--- src/rtl/uart_frame_pkg.sv ---
// Shared types and constants for the UART command-frame parser.
package uart_frame_pkg;
  localparam int FRAME_LEN = 6;
  localparam int STATE_W   = $clog2(FRAME_LEN);

  typedef enum logic [STATE_W-1:0] {
    S_IDLE, S_SOF1, S_ADDR, S_DH, S_DL, S_CHK
  } state_t;

  localparam logic [7:0] SOF0_DEF = 8'h55;
  localparam logic [7:0] SOF1_DEF = 8'hAA;
  localparam logic [7:0] ACK_BYTE = 8'h06;
  localparam logic [7:0] NAK_BYTE = 8'h15;

  typedef struct packed {
    logic       vld;
    logic [7:0] data;
  } rsp_t;

  function automatic logic [7:0] frame_sum(input logic [7:0] a, input logic [7:0] b,
                                           input logic [7:0] c);
    return 8'(a + b + c);
  endfunction
endpackage

--- src/rtl/uart_frame_timeout.sv ---
// Inter-byte timeout counter; expire is a one-cycle pulse on the cycle the count would reach TIMEOUT_CYC.
module uart_frame_timeout #(
  parameter int TIMEOUT_CYC = 25_000
) (
  input  logic clk,
  input  logic rst_n,
  input  logic en,
  input  logic clr,
  output logic expire
);
  localparam int CW = $clog2(TIMEOUT_CYC + 1);
  localparam logic [CW-1:0] LAST = CW'(TIMEOUT_CYC - 1);

  logic [CW-1:0] cnt;

  // A byte arriving on the expiry cycle suppresses the pulse.
  assign expire = en & ~clr & (cnt == LAST);

  always_ff @(posedge clk or negedge rst_n) begin
    if (!rst_n)                   cnt <= '0;
    else if (clr | ~en | expire)  cnt <= '0;
    else                          cnt <= cnt + CW'(1);
  end
endmodule

--- src/rtl/uart_frame_parser.sv ---
// Parses 55 AA ADDR DH DL CHK frames into register-write strobes.
// Define UART_FRAME_ACK_EN to return an ACK/NAK byte through the UART transmit request port.
module uart_frame_parser
  import uart_frame_pkg::*;
#(
  parameter int         SYSCLKHZ    = 25_000_000,
  parameter int         TIMEOUT_CYC = SYSCLKHZ / 1000,
  parameter logic [7:0] SOF0        = SOF0_DEF,
  parameter logic [7:0] SOF1        = SOF1_DEF
) (
  input  logic        I_clk,
  input  logic        I_rstn,
  input  logic [7:0]  I_rx_data,
  input  logic        I_rx_valid,
  output logic        O_reg_wen,
  output logic [7:0]  O_reg_addr,
  output logic [15:0] O_reg_wdata,
  output logic [7:0]  O_err_cnt,
  output logic        O_tx_wreq,
  output logic [7:0]  O_tx_wdata,
  input  logic        I_tx_wbusy
);
  state_t     state;
  logic [7:0] addr_sh, dh_sh, dl_sh;
  logic       expire, chk_ok;

  assign chk_ok = (I_rx_data == frame_sum(addr_sh, dh_sh, dl_sh));

  uart_frame_timeout #(.TIMEOUT_CYC(TIMEOUT_CYC)) u_tmo (
    .clk    (I_clk),
    .rst_n  (I_rstn),
    .en     (state != S_IDLE),
    .clr    (I_rx_valid),
    .expire (expire)
  );

  always_ff @(posedge I_clk or negedge I_rstn) begin
    if (!I_rstn) begin
      state       <= S_IDLE;
      addr_sh     <= '0;
      dh_sh       <= '0;
      dl_sh       <= '0;
      O_reg_wen   <= 1'b0;
      O_reg_addr  <= '0;
      O_reg_wdata <= '0;
      O_err_cnt   <= '0;
    end else begin
      O_reg_wen <= 1'b0;
      if (I_rx_valid) begin
        case (state)
          S_IDLE: if (I_rx_data == SOF0) state <= S_SOF1;
          // A repeated SOF0 keeps us waiting for SOF1 so "55 55 AA" still syncs.
          S_SOF1: if (I_rx_data == SOF1)      state <= S_ADDR;
                  else if (I_rx_data != SOF0) state <= S_IDLE;
          S_ADDR: begin addr_sh <= I_rx_data; state <= S_DH; end
          S_DH:   begin dh_sh   <= I_rx_data; state <= S_DL; end
          S_DL:   begin dl_sh   <= I_rx_data; state <= S_CHK; end
          S_CHK: begin
            state <= S_IDLE;
            if (chk_ok) begin
              O_reg_wen   <= 1'b1;
              O_reg_addr  <= addr_sh;
              O_reg_wdata <= {dh_sh, dl_sh};
            end else if (O_err_cnt != 8'hFF) begin
              O_err_cnt <= O_err_cnt + 8'd1;
            end
          end
          default: state <= S_IDLE;
        endcase
      end else if (expire) begin
        state <= S_IDLE;
        if (O_err_cnt != 8'hFF) O_err_cnt <= O_err_cnt + 8'd1;
      end
    end
  end

`ifdef UART_FRAME_ACK_EN
  rsp_t pend;
  logic frame_done;

  assign frame_done = I_rx_valid && (state == S_CHK);
  assign O_tx_wreq  = pend.vld & ~I_tx_wbusy;
  assign O_tx_wdata = pend.data;

  // Newest response wins over one still waiting for the transmitter.
  always_ff @(posedge I_clk or negedge I_rstn) begin
    if (!I_rstn)         pend     <= '0;
    else if (frame_done) pend     <= '{vld: 1'b1, data: (chk_ok ? ACK_BYTE : NAK_BYTE)};
    else if (O_tx_wreq)  pend.vld <= 1'b0;
  end
`else
  logic unused_busy;
  assign unused_busy = I_tx_wbusy;
  assign O_tx_wreq   = 1'b0;
  assign O_tx_wdata  = '0;
`endif
endmodule

--- config.mk ---
export PLATFORM = sky130hd
export DESIGN_NAME = uart_frame_parser
export DESIGN_NICKNAME = d
export VERILOG_FILES = /design/src/rtl/uart_frame_pkg.sv /design/src/rtl/uart_frame_timeout.sv /design/src/rtl/uart_frame_parser.sv
export SDC_FILE = /design/constraint.sdc
export NUM_CORES = 1
export LEC_CHECK = 0
export ABC_AREA = 1
export CAP_MARGIN = 20
export CORE_AREA = 2 2 91 102
export DETAILED_ROUTE_END_ITERATION = 12
export DIE_AREA = 0 0 93 104
export PLACE_DENSITY_LB_ADDON = 0.1
export RECOVER_POWER = 25
export SKIP_CTS_REPAIR_TIMING = 1
export SLEW_MARGIN = 20
export SYNTH_ARGS = -nofsm -noshare
export SYNTH_HDL_FRONTEND = slang
export SYNTH_SLANG_ARGS = --single-unit
--- constraint.sdc ---
create_clock -name I_clk -period 2.9 [get_ports I_clk]
set_input_delay 0.29 -clock I_clk [delete_from_list [all_inputs] [get_ports I_clk]]
set_output_delay 0.29 -clock I_clk [all_outputs]
set_load 0.01 [all_outputs]
; Word-level counts from Yosys, hierarchy flattened
; Index checks and enable logic that the tools add are counted.
[totals]
wordCells = 58
inputBits = 12
output_inout_bits = 42
reg_bits = 75
[classes]
reduce_logical = 9
n_eq_ne = 15
mux = 15
bitwise = 6
add_sub_neg = 4
[ops]
columns = op, n
row1 = 8-bit two-way mux, 5
row2 = 8-bit adder, 2
row3 = "15-bit by 1-bit adder with 15-bit output, second input constant", 1
row4 = "15-bit == test, second input constant", 1
row5 = 15-bit two-way mux, 1
row6 = 3-bit two-way mux, 5
row7 = 3-bit case mux with 5 select lines, 1
row8 = 3-bit AND reduction, 3
row9 = "8-bit by 1-bit adder with 8-bit output, second input constant", 1
row10 = "8-bit by 7-bit == test with 1-bit output, second input constant", 1
row11 = 8-bit == test, 1
row12 = "8-bit == test, second input constant", 1
row13 = "8-bit by 7-bit != test with 1-bit output, second input constant", 1
row14 = "8-bit != test, second input constant", 1
row15 = "3-bit by 2-bit == test with 1-bit output, second input constant", 2
row16 = "3-bit == test, second input constant", 2
row17 = 2-bit AND reduction, 3
row18 = "4-bit != test, second input constant", 1
row19 = "3-bit by 1-bit == test with 1-bit output, second input constant", 1
row20 = 3-bit logical NOT, 1
row21 = 1-bit two-way mux, 3
row22 = "3-bit != test, second input constant", 1
row23 = 3-bit nonzero test, 1
row24 = 1-bit AND, 2
row25 = 5 further kinds, 7

; Logic depth before layout (Yosys ltp)
; Gate-level depths: netlist (run 1).
[depth]
word_depth = 6
mapped_depth = 16
depth_no_buf = 16

; Modules after synthesis
; A second synthesis (run 1) with hierarchy kept.
[unflattened]
hier_cells = 533
area_unflattened_um2 = 4271.6
[by_module_without_submodules]
columns = mod, cells_per_inst, seq_area_each_um2, area_each_um2, n_inst
row1 = uart_frame_parser, 413, 1501.4, 3408.3, 1
row2 = uart_frame_timeout, 120, 375.4, 863.3, 1

; Worst setup path after synthesis (run 1)
; Ideal clock, no wire load.
[synth_timing]
path_type = reg2reg
startpoint = register addr_sh[1]
endpoint = register O_reg_wdata[10]
path_slack_ps = 189
required_ps = 2783
path_buffers = 1
arrival_time_ps = 2594
setup_ps = 117
synth_period_minus_slack_ps = 2711
stages_incl_launch_ff = 14
path_cell_list = dfrtp_1 > fa_1 > ha_1 > fa_1 > or2_1 > nand3_1 > nand2_1 > nor2_2 > nand3_2 > nor2_8 > nand3_4 > buf_6 > nand2_1 > nand2_1
[synth_between]
elab_chain_cells = 4
[synth_rtl]
columns = element, line_no
row1 = start: declaration, uart_frame_parser.sv:24  ; logic [7:0] addr_sh, dh_sh, dl_sh;
row2 = start signal: assignment, uart_frame_parser.sv:40  ; addr_sh <= '0;
row3 = start signal: assignment, uart_frame_parser.sv:55  ; S_ADDR: begin addr_sh <= I_rx_data; state <= S_DH; end
row4 = 8-bit adder (2 in a row), uart_frame_pkg.sv:22  ; return 8'(a + b + c);
row5 = 8-bit == test, uart_frame_parser.sv:27  ; assign chk_ok = (I_rx_data == frame_sum(addr_sh, dh_sh, dl_sh));
row6 = 3-bit AND reduction (no line), n/a
row7 = end signal: assignment, uart_frame_parser.sv:63  ; O_reg_wdata <= {dh_sh, dl_sh};
row8 = end: declaration, uart_frame_parser.sv:17  ; output logic [15:0] O_reg_wdata,
; Every way passes these cells.
; A chain may end at the register's enable or synchronous reset.

; Worst setup path after layout (run 1)
[layout_timing]
startpoint = register dl_sh[1]
endpoint = register O_reg_wdata[0]
[layout_between]
elab_chain_cells = 3
[layout_rtl]
columns = element, line_no
row1 = start: declaration, uart_frame_parser.sv:24
row2 = start signal: assignment, uart_frame_parser.sv:42  ; dl_sh <= '0;
row3 = start signal: assignment, uart_frame_parser.sv:57  ; S_DL: begin dl_sh <= I_rx_data; state <= S_CHK; end
row4 = 8-bit adder, uart_frame_pkg.sv:22
row5 = 8-bit == test, uart_frame_parser.sv:27
row6 = 3-bit AND reduction (no line), n/a
; Every way passes these cells.

==> results of run 1 <==
[registers in the layout (all words and copies together), names as in the netlist]
register and count:
dh_sh 8, state 3, u_tmo.cnt 15, O_reg_wen 1
O_reg_wdata 16, addr_sh 8, O_err_cnt 8, dl_sh 8
O_reg_addr 8
[metal layers]
| metal | GRT usage [%] | part of all wire (%) | wire [µm] |
|---|---|---|---|
| met4 | 5.67 | 1.1 | 100 |
| met5 | 0 | 0 | 0 |
| met2 | 32.7 | 51 | 4500 |
| met1 | 24.6 | 44 | 3920 |
| met3 | 3.77 | 3.6 | 320 |
[how the worst min path moves through the flow]
stage                      end  slack, ns  cells after the start
2_1_floorplan     O_err_cnt[0]     -0.006                      0
3_3_place_gp         O_reg_wen       0.41                      1
3_5_place_dp         O_reg_wen       0.41                      1
4_1_cts              O_reg_wen       0.03                      1
5_1_grt        O_reg_wdata[12]       0.49                      2
6_report             O_reg_wen       0.40                      1
[report_power, final]
part           switching [mW]  total [mW]  internal [mW]
sequential              0.174        1.38           1.21
clock                   0.390        1.05          0.662
combinational            1.10        1.81          0.706
[metrics by stage]
| stage | cells | worst slack [ns] | setup TNS, ns |
|---|---|---|---|
| 6_report | 658 | 0.0579 | 0 |
| 5_1_grt | 658 | -0.0903 | -1.90 |
| 4_1_cts | 650 | -0.104 | -2.23 |
| 3_5_place_dp | 634 | -0.0813 | -1.66 |
| 3_3_place_gp | 634 | -0.0639 | -1.44 |
| 2_1_floorplan | 491 | 0.189 | 0 |
[Yosys cell counts (all sizes together)]
cell type  count
conb           1
dfrtp         75
nand3         31
o31ai          1
o21ai         30
nor4           3
a21oi          6
clkbuf         6
ha             8
or2            2
nor3           9
xor2          11
nand4         31
nor2          36
buf           15
nand2b         1
nand2        151
o21a           2
nor3b          2
inv           50
a31oi          1
xnor2          3
fa             8
[layout make-up]
| class | instances | area, µm² | share of cell area, % |
|---|---|---|---|
| multi-input combinational | 348 | 2000 | 39.8 |
| sequential | 75 | 1880 | 37.4 |
| timing repair buffer | 55 | 552 | 11.0 |
| inverter | 50 | 188 | 3.74 |
| tap | 114 | 143 | 2.84 |
| clock inverter | 6 | 136 | 2.72 |
| clock buffer | 10 | 128 | 2.54 |
[logic make-up (layout without fill, tap and decap cells)]
logic type / after synthesis / in the layout / synth area share, %
other: 1 / 9 / 0.0930
XOR/XNOR: 14 / 14 / 3.04
flip-flops: 75 / 75 / 46.5
buffers and inverters: 71 / 121 / 8.07
adder cells (fa/ha/maj): 16 / 16 / 6.45
AND/OR/NAND/NOR: 266 / 269 / 30.3
AO/OA/AOI/OAI: 40 / 40 / 5.46
[critical path, cell delays in order (launching register included)]
cell,delay [ns]
dfrtp_1,0.40
fa_1,0.53
ha_4,0.19
fa_2,0.54
o21ai_1,0.07
nor2_1,0.09
nand2_1,0.07
nor2_2,0.10
nand3_2,0.13
nor2_8,0.16
buf_6,0.15
nand3_4,0.15
nand2_1,0.10
nand2_1,0.05
==> run metrics, run 1 <==
Ant. Diodes=0; clock period minus final worst setup slack=2.84 ns; Std-Cell Core Area=8650 µm²; area enclosed by the die boundary=9670 µm²; worst-case reg-to-reg path depth=13; most common cell after layout, fill and taps aside=nand2_1; sum of overflow across all layers after global routing=0; I/O pin count=54; number of global-route vias before repair=3222; total track usage=19.2%; Initial DRC Count=102; later-pin clock latency in the skew report=0.35 ns; share of the yosys chip area belonging to registers=46.5%; Reg clk slew, reported paths=0.08 ns; overall die width=93 µm; source of the critical timing path=dl_sh[1]; Worst IR Drop VDD=0.407 mV; TritonCTS clock tree=done; final hold vios=0; Netlist cell types=37; most used cells in the layout excluding fill and tap cells=127 x nand2_1, 75 x dfrtp_1, 48 x inv_1; setup repair after global routing missed its margin=true; initial antenna violation count=0; share of final-layout standard cells stronger than drive strength 1=12.3%; type of element launching the critical path=flip-flop; endpoints failing setup=0; type of the worst setup path=flip-flop to flip-flop; final std cell area, no fill=5020 µm²; number of port buffers=43; static power due to leakage=2.48 nW; endpoint type of the worst setup path=flip-flop; Yosys warning count=0; Final Net Count=567; starting density of the core=46.6%; Max Cap Viol=1; routed length per instance=13.4 µm; Max Fclk=352 MHz; FF-to-FF Start=dl_sh[1]; length of the first detailed-routing pass in iterations=4; row cnt=36; layout-stage area growth over the synthesis result=24.5%; cells taking the most area after synthesis=dfrtp_1 47%, nand2_1 14%, nand4_1 4.8%; CTS sink cnt=75; number of filler cells placed in the layout=813; syn_area_per_cell=8.35 µm²; Max FO, Critical Path=6; share of Yosys cell area claimed by the top area cell type=46.5%; post-synthesis instance area=4030 µm²; run status=finished, violations left; Final Wtd Congestion=0.828; worst hold slack=0.396 ns; synthesized instance count=483; pin count of the biggest net entering global routing=44; vias per inst=4.97; worst-case clock skew=0.00881 ns; cell taking the most area after synthesis=dfrtp_1; type of the tightest min-delay check=primary input to async pin; remaining routing DRC violations=0; total cell area at the placement stage=4570 µm²; Die Y=104 µm; H-tree depth=3; total design power=4.24 mW; DP HPWL=6260 µm; Power per Cell Area=845 nW/µm²; clock buffers created by TritonCTS=9; first-pass GRT wire length=14800 µm; final core occ=58.0%; Clk Tree Root Cell=clkbuf_8; Routed WL=8840 µm; endpoint of the worst-slack reg-to-reg timing path=O_reg_wdata[0]; transition time at the pin with the least slew margin=1.77 ns; WP data arrival=3.08 ns; failing checks=max-capacitance violations, max-slew violations; Slew Limit Headroom=-18.0%; total of flip-flops plus latches after synthesis=75; FF-to-FF setup slack=0.06 ns; data required time at the worst endpoint=3.14 ns; crit path to=O_reg_wdata[0]; Antenna Nets Post-Route=0; total number of vias=3269; Slew Viols, Final=34; final clock period utilization by the worst path=98.0%; number of buffers on the longest clock path=2
Note: power is estimated with default switching activity, not from simulation.
==> inputs of run 2 (changes only) <==
--- a/config.mk
+++ b/config.mk
@@ -7,9 +7,9 @@
 export LEC_CHECK = 0
 export ABC_AREA = 1
 export CAP_MARGIN = 20
-export CORE_AREA = 2 2 91 102
+export CORE_AREA = 4 4 93 104
 export DETAILED_ROUTE_END_ITERATION = 12
-export DIE_AREA = 0 0 93 104
+export DIE_AREA = 0 0 97 108
 export PLACE_DENSITY_LB_ADDON = 0.1
 export RECOVER_POWER = 25
 export SKIP_CTS_REPAIR_TIMING = 1
==> run 2 against run 1 <==
Against the previous run: the run now ends clean; core utilization shrank 1.1 points; combinational power is essentially flat; worst setup slack worse by 0.049 ns; cell area fell by 1.4%; register-to-register slack lost 0.05 ns; critical path depth is 1 higher; sequential power barely moved; fmax shrank 1.7%; count of clock-buffer cells in the layout unchanged; worst hold slack improved by 0.068 ns; first-iteration DRC count up 54%; highest routed layer unchanged.
==> run metrics, run 2 (same netlist as run 1, synthesis figures left out) <==
final sum of negative setup slack=0 ns (unchanged); Worst IR Drop VDD=0.359 mV (-12%); endpoints failing setup=0 (unchanged); critical path cell sequence=fa_1 > ha_2 > fa_1 > nand2_1 > o21ai_1 > nor2_1 > nand2_1 > nor2_2 > nand3_2 > nor2_8 > buf_12 > nand3_4 > nand2_1 > nand2_1; Slew Limit Headroom=8.60% (+27 points); FF-to-FF setup slack=0.009 ns (-0.05 ns); FF-to-FF Start=dl_sh[1]; Slew Viols, Final=0 (-100%); slack of the critical path=0.00898 ns (-0.0489 ns); Max Cap Viol=0 (-1); transition time at the pin with the least slew margin=1.37 ns (-0.399 ns); I/O pin count=54 (unchanged); TritonCTS clock tree=done; Final Net Count=567 (unchanged); routed length per instance=13.7 µm (+2.0%); pre-CTS setup slack=-0.0855 ns (-0.00412 ns); type of the worst setup path=flip-flop to flip-flop; overall die width=97 µm (+4.3%); most used cells in the layout excluding fill and tap cells=144 x nand2_1, 75 x dfrtp_1, 47 x inv_1; total number of vias=3302 (+1.0%); Final Wtd Congestion=0.819 (-1.2%); total design power=4.08 mW (-3.8%); H-tree depth=3 (unchanged); final std cell area, no fill=4950 µm² (-1.4%); Largest regs=O_reg_wdata (16), u_tmo.cnt (15); Ant. Diodes=0 (unchanged); share of final-layout standard cells stronger than drive strength 1=9.02% (-3.3 points); Clk Tree Root Cell=clkbuf_8; number of global-route vias before repair=3080 (-4.4%); type of the tightest min-delay check=flip-flop to flip-flop; initial antenna violation count=0 (unchanged); Initial DRC Count=157 (+54%); clock buffers created by TritonCTS=9 (unchanged); Finished Layout Cells=657 (-0.15%); Largest Register=O_reg_wdata; sum of overflow across all layers after global routing=0 (unchanged); worst-case clock skew=0.00735 ns (-0.00146 ns); layout-stage area growth over the synthesis result=22.7%; final hold vios=0 (unchanged); Die Y=108 µm (+3.8%); clock period minus final worst setup slack=2.89 ns (+0.0489 ns); Std-Cell Core Area=8690 µm² (+0.52%); remaining routing DRC violations=0 (unchanged); length of the first detailed-routing pass in iterations=4 (unchanged); later-pin clock latency in the skew report=0.35 ns (about the same); Max FO, Critical Path=12 (+6); max incr delay on CP=0.56 ns (+0.02 ns); pin count of the biggest net entering global routing=28 (-36%); endpoint of the worst-slack reg-to-reg timing path=O_reg_addr[7]; worst hold slack=0.464 ns (+0.0682 ns); starting density of the core=46.4% (-0.24 points); most common cell after layout, fill and taps aside=nand2_1; data required time at the worst endpoint=3.14 ns (about the same); Largest register FFs=16 (unchanged); row cnt=36 (unchanged); Slowest-stage cell, CP=fa_1; Max Fclk=346 MHz (-1.7%); endpoint type of the worst setup path=flip-flop; first-pass GRT wire length=14900 µm (+0.74%); total cell area at the placement stage=4600 µm² (+0.60%); setup repair after global routing missed its margin=true; Antenna Nets Post-Route=0 (unchanged); area enclosed by the die boundary=10500 µm² (+8.3%); CTS sink cnt=75 (unchanged); DP HPWL=6410 µm (+2.3%); run status=finished clean; final core occ=56.9% (-1.1 points); WP data arrival=3.13 ns (+0.05 ns); worst-case reg-to-reg path depth=14 (+1); total track usage=18.0% (-1.2 points); source of the critical timing path=dl_sh[1]; cell repeated most along the worst path=nand2_1; number of buffers on the longest clock path=2 (unchanged); type of element launching the critical path=flip-flop; number of port buffers=43 (unchanged); Power per Cell Area=824 nW/µm² (-2.4%); Routed WL=9010 µm (+1.9%); final clock period utilization by the worst path=99.7% (+1.7 points); static power due to leakage=2.47 nW (-0.47%); Reg clk slew, reported paths=0.08 ns (about the same); crit path to=O_reg_addr[7]; cell count after placement=636 (+0.32%); vias per inst=5.03 (+1.2%)
==> run 2: worst max-delay path, delay by kind of cell, from the launching register on <==
family	cells	cell delay [ns]
AOI/OAI and AO/OA	1	0.06
adders and majority gates	3	1.20
buffers and inverters	1	0.15
DFF	1	0.40
and+or+nand+nor	9	0.98
==> run 2: area by class of cell <==
| class | instances | area (µm²) |
|---|---|---|
| clock inverters | 5 | 77.6 |
| well taps | 114 | 143 |
| multi-input cells | 347 | 1920 |
| inverters | 50 | 188 |
| repair buffers | 56 | 602 |
| clock buffers | 10 | 138 |
| flip-flops and latches | 75 | 1880 |
| fillers | 812 | 3740 |
==> run 2: worst min-delay path by stage <==
stage          cells past startpoint               to            start
6_report                           1     u_tmo.cnt[0]     u_tmo.cnt[0]
5_1_grt                            2  O_reg_wdata[13]  O_reg_wdata[13]
4_1_cts                            1        O_reg_wen           I_rstn
3_5_place_dp                       1        O_reg_wen           I_rstn
3_3_place_gp                       1        O_reg_wen           I_rstn
2_1_floorplan                      0     O_err_cnt[0]           I_rstn
==> run 2: routing by layer <==
metal	vias up	wire length, µm	GRT usage [%]	part of all wire (%)
li1	1675	-	-	-
met1	1556	3910	22.5	43
met2	61	4620	31.2	51
met3	10	353	3.55	3.9
met4	0	127	6.62	1.4
met5	-	0	0	0
==> run 2: report_power, final <==
group	internal, mW	switching, mW
clock network	0.500	0.381
logic	0.728	1.08
registers	1.21	0.180
